File: config.mk
export PLATFORM = sky130hd
export DESIGN_NAME = dmem_copy_engine
export DESIGN_NICKNAME = d
export VERILOG_FILES = /design/src/rtl/dmem_pkg.sv /design/src/rtl/dmem_copy_engine.sv
export SDC_FILE = /design/constraint.sdc
export NUM_CORES = 1
export LEC_CHECK = 0
export CORE_MARGIN = 3
export CORE_UTILIZATION = 39
export DETAILED_ROUTE_END_ITERATION = 16
export GPL_TIMING_DRIVEN = 1
export HOLD_SLACK_MARGIN = 0.12
export PLACE_DENSITY_LB_ADDON = 0.1
export SLEW_MARGIN = 0
export SYNTH_ARGS = -nofsm -noshare
export SYNTH_HDL_FRONTEND = slang
export SYNTH_SLANG_ARGS = --single-unit
File: constraint.sdc
create_clock -name clk -period 10.8 [get_ports clk]
set_input_delay 2.16 -clock clk [delete_from_list [all_inputs] [get_ports clk]]
set_output_delay 2.16 -clock clk [all_outputs]
set_load 0.03 [all_outputs]
File: src/rtl/dmem_pkg.sv
// dmem_pkg: shared data-memory types and constants for the memory and its bus initiators
package dmem_pkg;
  typedef enum logic [1:0] {IDLE = 2'd0, READ = 2'd1, WRITE = 2'd2, FIN = 2'd3} dmem_state_e;
  localparam int WORD_BYTES = 4;
  localparam int DATA_W = 32;
endpackage

File: src/rtl/dmem_copy_engine.sv
// dmem_copy_engine: word block-copy initiator on the data-memory port, one read plus one write per word
module dmem_copy_engine import dmem_pkg::*; #(
  parameter int LEN_W = 9,
  parameter int ADDR_W = 32
) (
  input  logic              clk,
  input  logic              reset,
  input  logic              start,
  input  logic [ADDR_W-1:0] src_addr,
  input  logic [ADDR_W-1:0] dst_addr,
  input  logic [LEN_W-1:0]  len,
  input  logic              abort,
  output logic              busy,
  output logic              done,
  output logic              err,
  output logic [LEN_W-1:0]  words_done,
  input  logic              mem_gnt,
  output logic              mem_rd,
  output logic              mem_wr,
  output logic [ADDR_W-1:0] mem_addr,
  output logic [DATA_W-1:0] mem_wdata,
  input  logic [DATA_W-1:0] mem_rdata
);
  dmem_state_e state, state_n;
  logic [ADDR_W-1:0] src_ptr, dst_ptr;
  logic [LEN_W-1:0] rem;
  logic [DATA_W-1:0] data_q;
  logic err_q, mis;
  assign mis = |(src_addr[1:0] | dst_addr[1:0]);
  assign busy = state == READ || state == WRITE;
  assign done = state == FIN;
  assign err = done & err_q;
  // strobes depend only on state and grant so start/abort never reach the bus combinationally
  assign mem_rd = state == READ && mem_gnt;
  assign mem_wr = state == WRITE && mem_gnt;
  assign mem_addr = mem_rd ? src_ptr : mem_wr ? dst_ptr : '0;
  assign mem_wdata = data_q;
  always_comb begin
    state_n = state;
    case (state)
      IDLE: state_n = !start ? IDLE : (mis || len == '0) ? FIN : READ;
      READ: state_n = abort ? FIN : mem_gnt ? WRITE : READ;
      WRITE: state_n = (abort || (mem_gnt && rem == LEN_W'(1))) ? FIN : mem_gnt ? READ : WRITE;
      FIN: state_n = IDLE;
    endcase
  end
  always_ff @(posedge clk or posedge reset) begin
    if (reset) begin
      state <= IDLE;
      src_ptr <= '0;
      dst_ptr <= '0;
      rem <= '0;
      data_q <= '0;
      words_done <= '0;
      err_q <= 1'b0;
    end else begin
      state <= state_n;
      if (state == IDLE && start) begin
        src_ptr <= src_addr;
        dst_ptr <= dst_addr;
        rem <= len;
        words_done <= '0;
        err_q <= mis;
      end
      if (mem_rd) begin
        data_q <= mem_rdata;
        src_ptr <= src_ptr + ADDR_W'(WORD_BYTES);
      end
      if (mem_wr) begin
        dst_ptr <= dst_ptr + ADDR_W'(WORD_BYTES);
        words_done <= words_done + LEN_W'(1);
        rem <= rem - LEN_W'(1);
      end
      if (busy && abort) err_q <= 1'b1;
    end
  end
endmodule

# Word level (Yosys, flattened, before mapping)
# Index checks and enable logic that the tools add are counted.
[word_totals]
out_inout_bits = 78
in_bits = 110
register_bits = 117
wordCells = 50
[op_classes]
bitwise_logic = 2
eq_ne = 4
n_addsub = 4
reduce_logical = 14
muxes = 19
[ops]
columns = ["cell", "count"]
rows = [
  ["32-bit two-way mux", 6],
  ["32-bit by 3-bit adder with 32-bit output (second input constant)", 2],
  ["9-bit two-way mux", 4],
  ["2-bit two-way mux", 6],
  ["9-bit by 1-bit adder with 9-bit output (second input constant)", 1],
  ["9-bit by 1-bit == test with 1-bit output (second input constant)", 1],
  ["9-bit zero test", 1],
  ["9-bit by 1-bit subtractor with 9-bit output (second input constant)", 1],
  ["2-bit case mux with 4 select lines", 1],
  ["2-bit nonzero test", 3],
  ["1-bit logical AND", 5],
  ["2-bit == test (second input constant)", 2],
  ["1-bit logical OR", 3],
  ["2-bit by 1-bit == test with 1-bit output (second input constant)", 1],
  ["2-bit zero test", 1],
  ["1-bit two-way mux", 2],
  ["2-bit bitwise OR", 1],
  ["2-bit OR reduction", 1],
  ["1-bit AND", 1],
]

# Logic depth before layout (Yosys ltp)
# Gate-level depths: netlist (run 1).
[logic_depth]
ltp_word = 6
mapped_depth = 9
mapped_depth_nobuf = 7

# Least setup slack after synthesis (run 1)
# OpenSTA, ideal clock, no wires.
[synth_path]
path_type = "in2out"
start = "input mem_gnt"
end = "output mem_addr[24]"
n_path_buf = 3
required_time_ns = 8.640
path_stages = 5
t_arrival_ns = 3.618
path_slack_ns = 5.022
cell_sequence = "clkbuf_1 nand2_1 clkbuf_1 clkbuf_1 o21ai_0"
[synth_between]
elab_chain_cells = 3
elab_cells_between_ends = 4
cone_classes = "mux: 2; reduce/logical: 2"
[synth_lines]
columns = ["item", "line", "rtl"]
rows = [
  ["from (decl)", "dmem_copy_engine.sv:17", "input logic mem_gnt,"],
  ["1-bit logical AND", "dmem_copy_engine.sv:35", "assign mem_wr = state == WRITE && mem_gnt;"],
  ["32-bit two-way mux", "dmem_copy_engine.sv:36", "assign mem_addr = mem_rd ? src_ptr : mem_wr ? dst_ptr : '0;"],
  ["32-bit two-way mux *", "dmem_copy_engine.sv:36", ""],
  ["to (decl)", "dmem_copy_engine.sv:20", "output logic [ADDR_W-1:0] mem_addr,"],
]
# Every way passes the cells marked *; elsewhere a longest branch is shown, timed or not.

# Final worst setup path (run 1)
[layout_path]
start = "input mem_gnt"
end = "output mem_addr[14]"
# Same word-level chain as after synthesis.

==> results.toml, run 1 <==
[detailed_routing]
wl_per_cell_um = 19.6
drc = 0
routed_wl_mm = 23.3
vias = 6760
ant_nets = 0
drt_iter0_markers = 789
drt_pass1_iterations = 5
viasPerCell = 5.67

[cts]
clkTransAtPathRegs_ns = 0.05
clock_sinks = 117
cts_max_level = 4
cts_tree = "done"
clock_path_buffers = 2
postCtsResizedCells = 0
post_cts_buffers = 0
cts_root_buf = "clkbuf_16"
cts_hold_buf = 0
clk_latency_ns = 0.41
cts_inserted_buffers = 17

[timing]
drv_slew = 0
slew_headroom_pct = 32.2
fin_skew_ns = 0.00830
hold_ws_ns = 0.469
setup_viol = 0
setup_slack_ns = 3.73
clock.fmax_mhz = 141
timing.final.hold_violations = 0
fin_setup_tns_ns = 0
timing.final.crit_share_pct = 65.5
rsz0062_at_grt = "false"
max_slew.worst_pin.slew_ns = 1.01
timing.final.crit_period_ns = 7.07

[synthesis]
postSynthAreaPerCell_um2 = 8.37
synthSimpleGateAreaFrac_pct = 28.7
synth_top_family_by_area = "simple AND/OR/NAND/NOR gates"
synthTopCellsByArea = "dfrtp_1, nand2_1, a22o_1"
synth_xor_area_share_pct = 0
muxShareOfSynthArea_pct = 0.921
ys_types = 56
synthesis.area_um2 = 6660
ys.warnings.count = 0
ys_ff_latch = 117
syn_nets = 915
synth_compound_area_share_pct = 20.3
ys_seq_area_share_pct = 44.0
async_flop_share_pct = 100
synth_fa_ha_area_share_pct = 1.88
synthCells = 795
synth_area_leader_cell = "dfrtp_1"
synth_top_area_share_pct = 44.0
synth_flop_cell = "dfrtp_1"
synth_edf_count = 0

[worst_hold_path]
min_path_cells = 2
hold_path.class = "flop to flop"

[floorplan]
dieHeight_um = 137
die_area_um2 = 18700
die_w_um = 137
ios = 188
rows = 47
start_util_pct = 40.0
core_um2 = 16600

[setup_path]
end_kind = "primary output"
critPathKind = "input port to primary output"
cp_max_fo = 54
reg2reg_depth = 9
cp-start-kind = "input port"
reg2reg_slack_ns = 7.49
cp.required_ns = 8.64
cp.arrival_ns = 4.91

[grt]
grt_pass1_wl_mm = 36.1
grt_max_degree = 68
antenna_found_initial = 0
track_usage_pct = 24.9
grt_pass1_vias = 6401
overflow = 0

[placement]
post-place-ws_ns = 3.75
dp.cells = 1160
gp_congestion = 0.913
port_buffers = 187
hpwl_mm = 16.8

[cells_and_area]
antennaDiodeCount = 0
drive_gt1_share_pct = 5.76
finalNonFillerCells = 1192
area_growth_pct = 38.7
fin_nets = 1079

[power]
leakagePower_nw = 3.89
vdd_drop_max_uv = 136
power_density_nw_per_um2 = 282

[job]
cap_violations = 0

[status]
status = "complete, no violations"
[cell usage in the layout (no fill, tap or decap), types with 7 or more instances in the layout]
cell type        instances
clkdlybuf4s50_1        187
buf_4                   11
nor3_1                  29
nor2_1                  41
a31oi_1                 12
clkinv_2                 9
ha_1                    10
or4_1                    8
and2_1                   8
dfrtp_1                117
nand2_1                194
and4_1                   8
nor4_1                   9
a311oi_1                14
a211oi_1                14
nand3_1                 37
o21ai_0                 36
and3_1                  24
nand4_1                 26
a21oi_1                 22
inv_1                   18
o22ai_1                  7
clkbuf_16               17
a22o_1                  26
[final timing paths]
path,to,start
setup / recovery,mem_addr[14],mem_gnt
hold / removal,mem_wdata[13],mem_wdata[13]
setup reg to reg,dst_ptr[17],state[0]
hold reg to reg,mem_wdata[13],mem_wdata[13]
max in group asynchronous,src_ptr[20],reset
min in group asynchronous,mem_wdata[15],reset
[kinds of logic (layout without fill, tap and decap cells)]
kind of cell               Yosys count  count (layout)
DFF                                117             117
muxes                                6               6
adders and majority gates           10              10
and+or+nand+nor                    402             402
AOI/OAI and AO/OA                  187             187
buffers and inverters               73             250
[synthesized netlist by cell type (4+ instances only)]
cell,count
o31ai_1,5
a311oi_1,14
a31oi_1,12
a211oi_1,14
o21ai_0,36
nand4_1,26
nor2_1,42
a22oi_1,6
o22ai_1,7
and4_1,8
nand3_1,37
ha_1,10
o211ai_1,6
o221a_2,4
clkbuf_1,43
nor3_1,29
or4_1,8
nand2_1,195
mux2i_1,5
nor4_1,9
and3_1,24
a221o_1,6
dfrtp_1,117
o32ai_1,5
o311ai_0,6
inv_1,20
buf_2,5
a22o_1,26
a21oi_1,22
and2_1,8
[routing by layer]
layer	vias to the layer above	GRT usage (%)	routed length (um)
met3	24	5.74	1370
li1	3260	-	-
met4	0	6.33	342
met1	3252	34.7	10400
met2	224	39.1	11200
met5	-	0	0
[critical path, cell delays in order]
cell	delay, ns
clkdlybuf4s50_1	0.69
nand2_2	0.14
inv_2	0.35
buf_4	0.56
nand2_1	0.21
nand2_1	0.11
clkdlybuf4s50_1	0.67
[power breakdown]
part	switching, mW	internal (mW)
combinational	0.685	0.480
clock	0.196	0.335
sequential	0.277	0.632
[per-stage QoR]
stage | power [mW] | area (um^2) | util, %
6_report | 2.61 | 9240 | 55.5
5_1_grt | 2.77 | 9240 | 55.5
3_3_place_gp | 2.06 | 8690 | 52.2
3_5_place_dp | 2.07 | 8690 | 52.2
4_1_cts | 2.61 | 9240 | 55.5
2_1_floorplan | 1.58 | 6660 | -
[cell type report]
| class | instances | area, um^2 |
|---|---|---|
| Clock buffer | 20 | 437 |
| Clock inverter | 12 | 113 |
| Fill cell | 1555 | 7410 |
| Inverter | 20 | 77.6 |
| Multi-Input combinational cell | 605 | 3450 |
| Sequential cell | 117 | 2930 |
| Tap cell | 220 | 275 |
| Timing Repair Buffer | 198 | 1950 |
[flip-flops by register name (all words and copies together) (netlist names)]
name        cells
dst_ptr        32
mem_wdata      32
rem             9
state           2
src_ptr        32
words_done      9
err_q           1
Note: power is estimated with default switching activity, not from simulation.
==> run 2: changes to the inputs <==
- clock period: 10.8 -> 6.6 ns (I/O delays scaled with it)
==> results.toml, run 2 (synthesis gave the netlist of run 1 again) <==
[timing]
setup_slack_ns = 1.46
drv_slew = 0
max_slew.worst_pin.slew_ns = 0.985
timing.final.crit_share_pct = 77.9
timing.final.hold_violations = 0
timing.final.crit_period_ns = 5.14
slew_headroom_pct = 33.7
setup_viol = 0
fin_setup_tns_ns = 0
rsz0062_at_grt = "false"
fin_skew_ns = 0.00961
clock.fmax_mhz = 194

[worst_hold_path]
worstHoldEndpoint = "mem_wdata[22]"
hold_path.class = "flop to flop"
worstHoldStart = "mem_wdata[22]"
min_path_cells = 2

[detailed_routing]
vias = 6933
drt_iter0_markers = 588
drt_pass1_iterations = 5
routed_wl_mm = 23.6
viasPerCell = 5.81
drc = 0
wl_per_cell_um = 19.8
ant_nets = 0

[grt]
overflow = 0
grt_pass1_wl_mm = 36.5
antenna_found_initial = 1
track_usage_pct = 25.3
grt_max_degree = 65
grt_pass1_vias = 6475

[cells_and_area]
drive_gt1_share_pct = 5.96
antennaDiodeCount = 0
utilization_pct = 55.5
fin_nets = 1081
final_common_cell = "nand2_1"
seq_area_um2 = 2930
finalNonFillerCells = 1193
final_cell_mix = "nand2_1, clkdlybuf4s50_1, dfrtp_1, nor2_1, nand3_1"
multi_input_area_um2 = 3450
fillers = 1520
area_growth_pct = 38.9

[placement]
dp.cells = 1162
hpwl_mm = 17.0
port_buffers = 187
post-place-ws_ns = 1.49
gp_congestion = 0.934

[cts]
clkTransAtPathRegs_ns = 0.05
cts_root_buf = "clkbuf_16"
cts_tree = "done"
cts_inserted_buffers = 17
clock_path_buffers = 2
postCtsResizedCells = 0
cts_max_level = 4
post_cts_buffers = 0
clock_sinks = 117
cts_hold_buf = 0
clk_latency_ns = 0.41

[setup_path]
cp.arrival_ns = 3.82
path_buf_inv = 4
cp-start-kind = "input port"
crit_path_frequent_cell = "clkdlybuf4s50_1"
path_cells = "clkdlybuf4s50_1 > nand2_2 > inv_2 > buf_4 > a22o_1 > clkdlybuf4s50_1"
cp_max_fo = 34
critPathKind = "input port to primary output"
end_kind = "primary output"
cpMaxStageDelayCell = "clkdlybuf4s50_1"
slowest_delay_ns = 0.68
cp.required_ns = 5.28
rr_startpoint = "state[0]"
path_depth = 6
crit_family = "buffers and inverters"
reg2reg_slack_ns = 3.86
reg2reg_to = "dst_ptr[12]"
reg2reg_depth = 10

[job]
cap_violations = 0

[floorplan]
ios = 188
die_w_um = 137
start_util_pct = 40.0
core_um2 = 16600
rows = 47
dieHeight_um = 137
die_area_um2 = 18700

[status]
status = "complete, no violations"

[power]
leakagePower_nw = 3.89
totalPowerFinal_mw = 4.26
vdd_drop_max_uv = 215
power_density_nw_per_um2 = 461
-- run 2: worst reg2reg max path, delay by kind of cell, from the launching register on --
family,cells,cell delay [ns]
and+or+nand+nor,2,0.39
adders and majority gates,1,0.30
DFF,1,0.38
buffers and inverters,5,1.19
AOI/OAI and AO/OA,2,0.37
-- run 2: worst max-delay path by stage --
stage             from      endpoint  slack [ns]
2_1_floorplan    reset    dst_ptr[0]        2.18
3_3_place_gp   mem_gnt  mem_addr[11]        1.54
3_5_place_dp   mem_gnt   mem_addr[9]        1.49
4_1_cts        mem_gnt   mem_addr[9]        1.49
5_1_grt        mem_gnt  mem_addr[11]        1.35
6_report       mem_gnt   mem_addr[9]        1.46
-- run 2: cell type report --
class,instances,share of cell area (%)
clock buffer,21,4.98
clock inverter,10,0.893
inverter,20,0.839
multi-input combinational,605,37.3
sequential,117,31.7
tap,220,2.98
timing repair buffer,200,21.3
-- run 2: routing by layer --
| layer | global-route usage (%) | wire length (um) | vias to the layer above |
|---|---|---|---|
| li1 | - | - | 3277 |
| met1 | 33.9 | 10200 | 3318 |
| met2 | 40.2 | 11200 | 298 |
| met3 | 6.51 | 1750 | 38 |
| met4 | 7.95 | 495 | 2 |
| met5 | 0 | 13 | - |
-- run 2: per-stage QoR --
step,instance area (um^2),hold slack (ns)
finish,9240,0.473
floorplan,6660,0.446
global route,9240,0.489
CTS,9240,0.475
global placement,8700,0.457
detailed placement,8700,0.461
-- run 2: where the power goes --
| part | internal [mW] | total, mW | switching [mW] |
|---|---|---|---|
| combinational | 0.788 | 1.92 | 1.13 |
| clock | 0.530 | 0.863 | 0.333 |
| sequential | 1.03 | 1.48 | 0.451 |
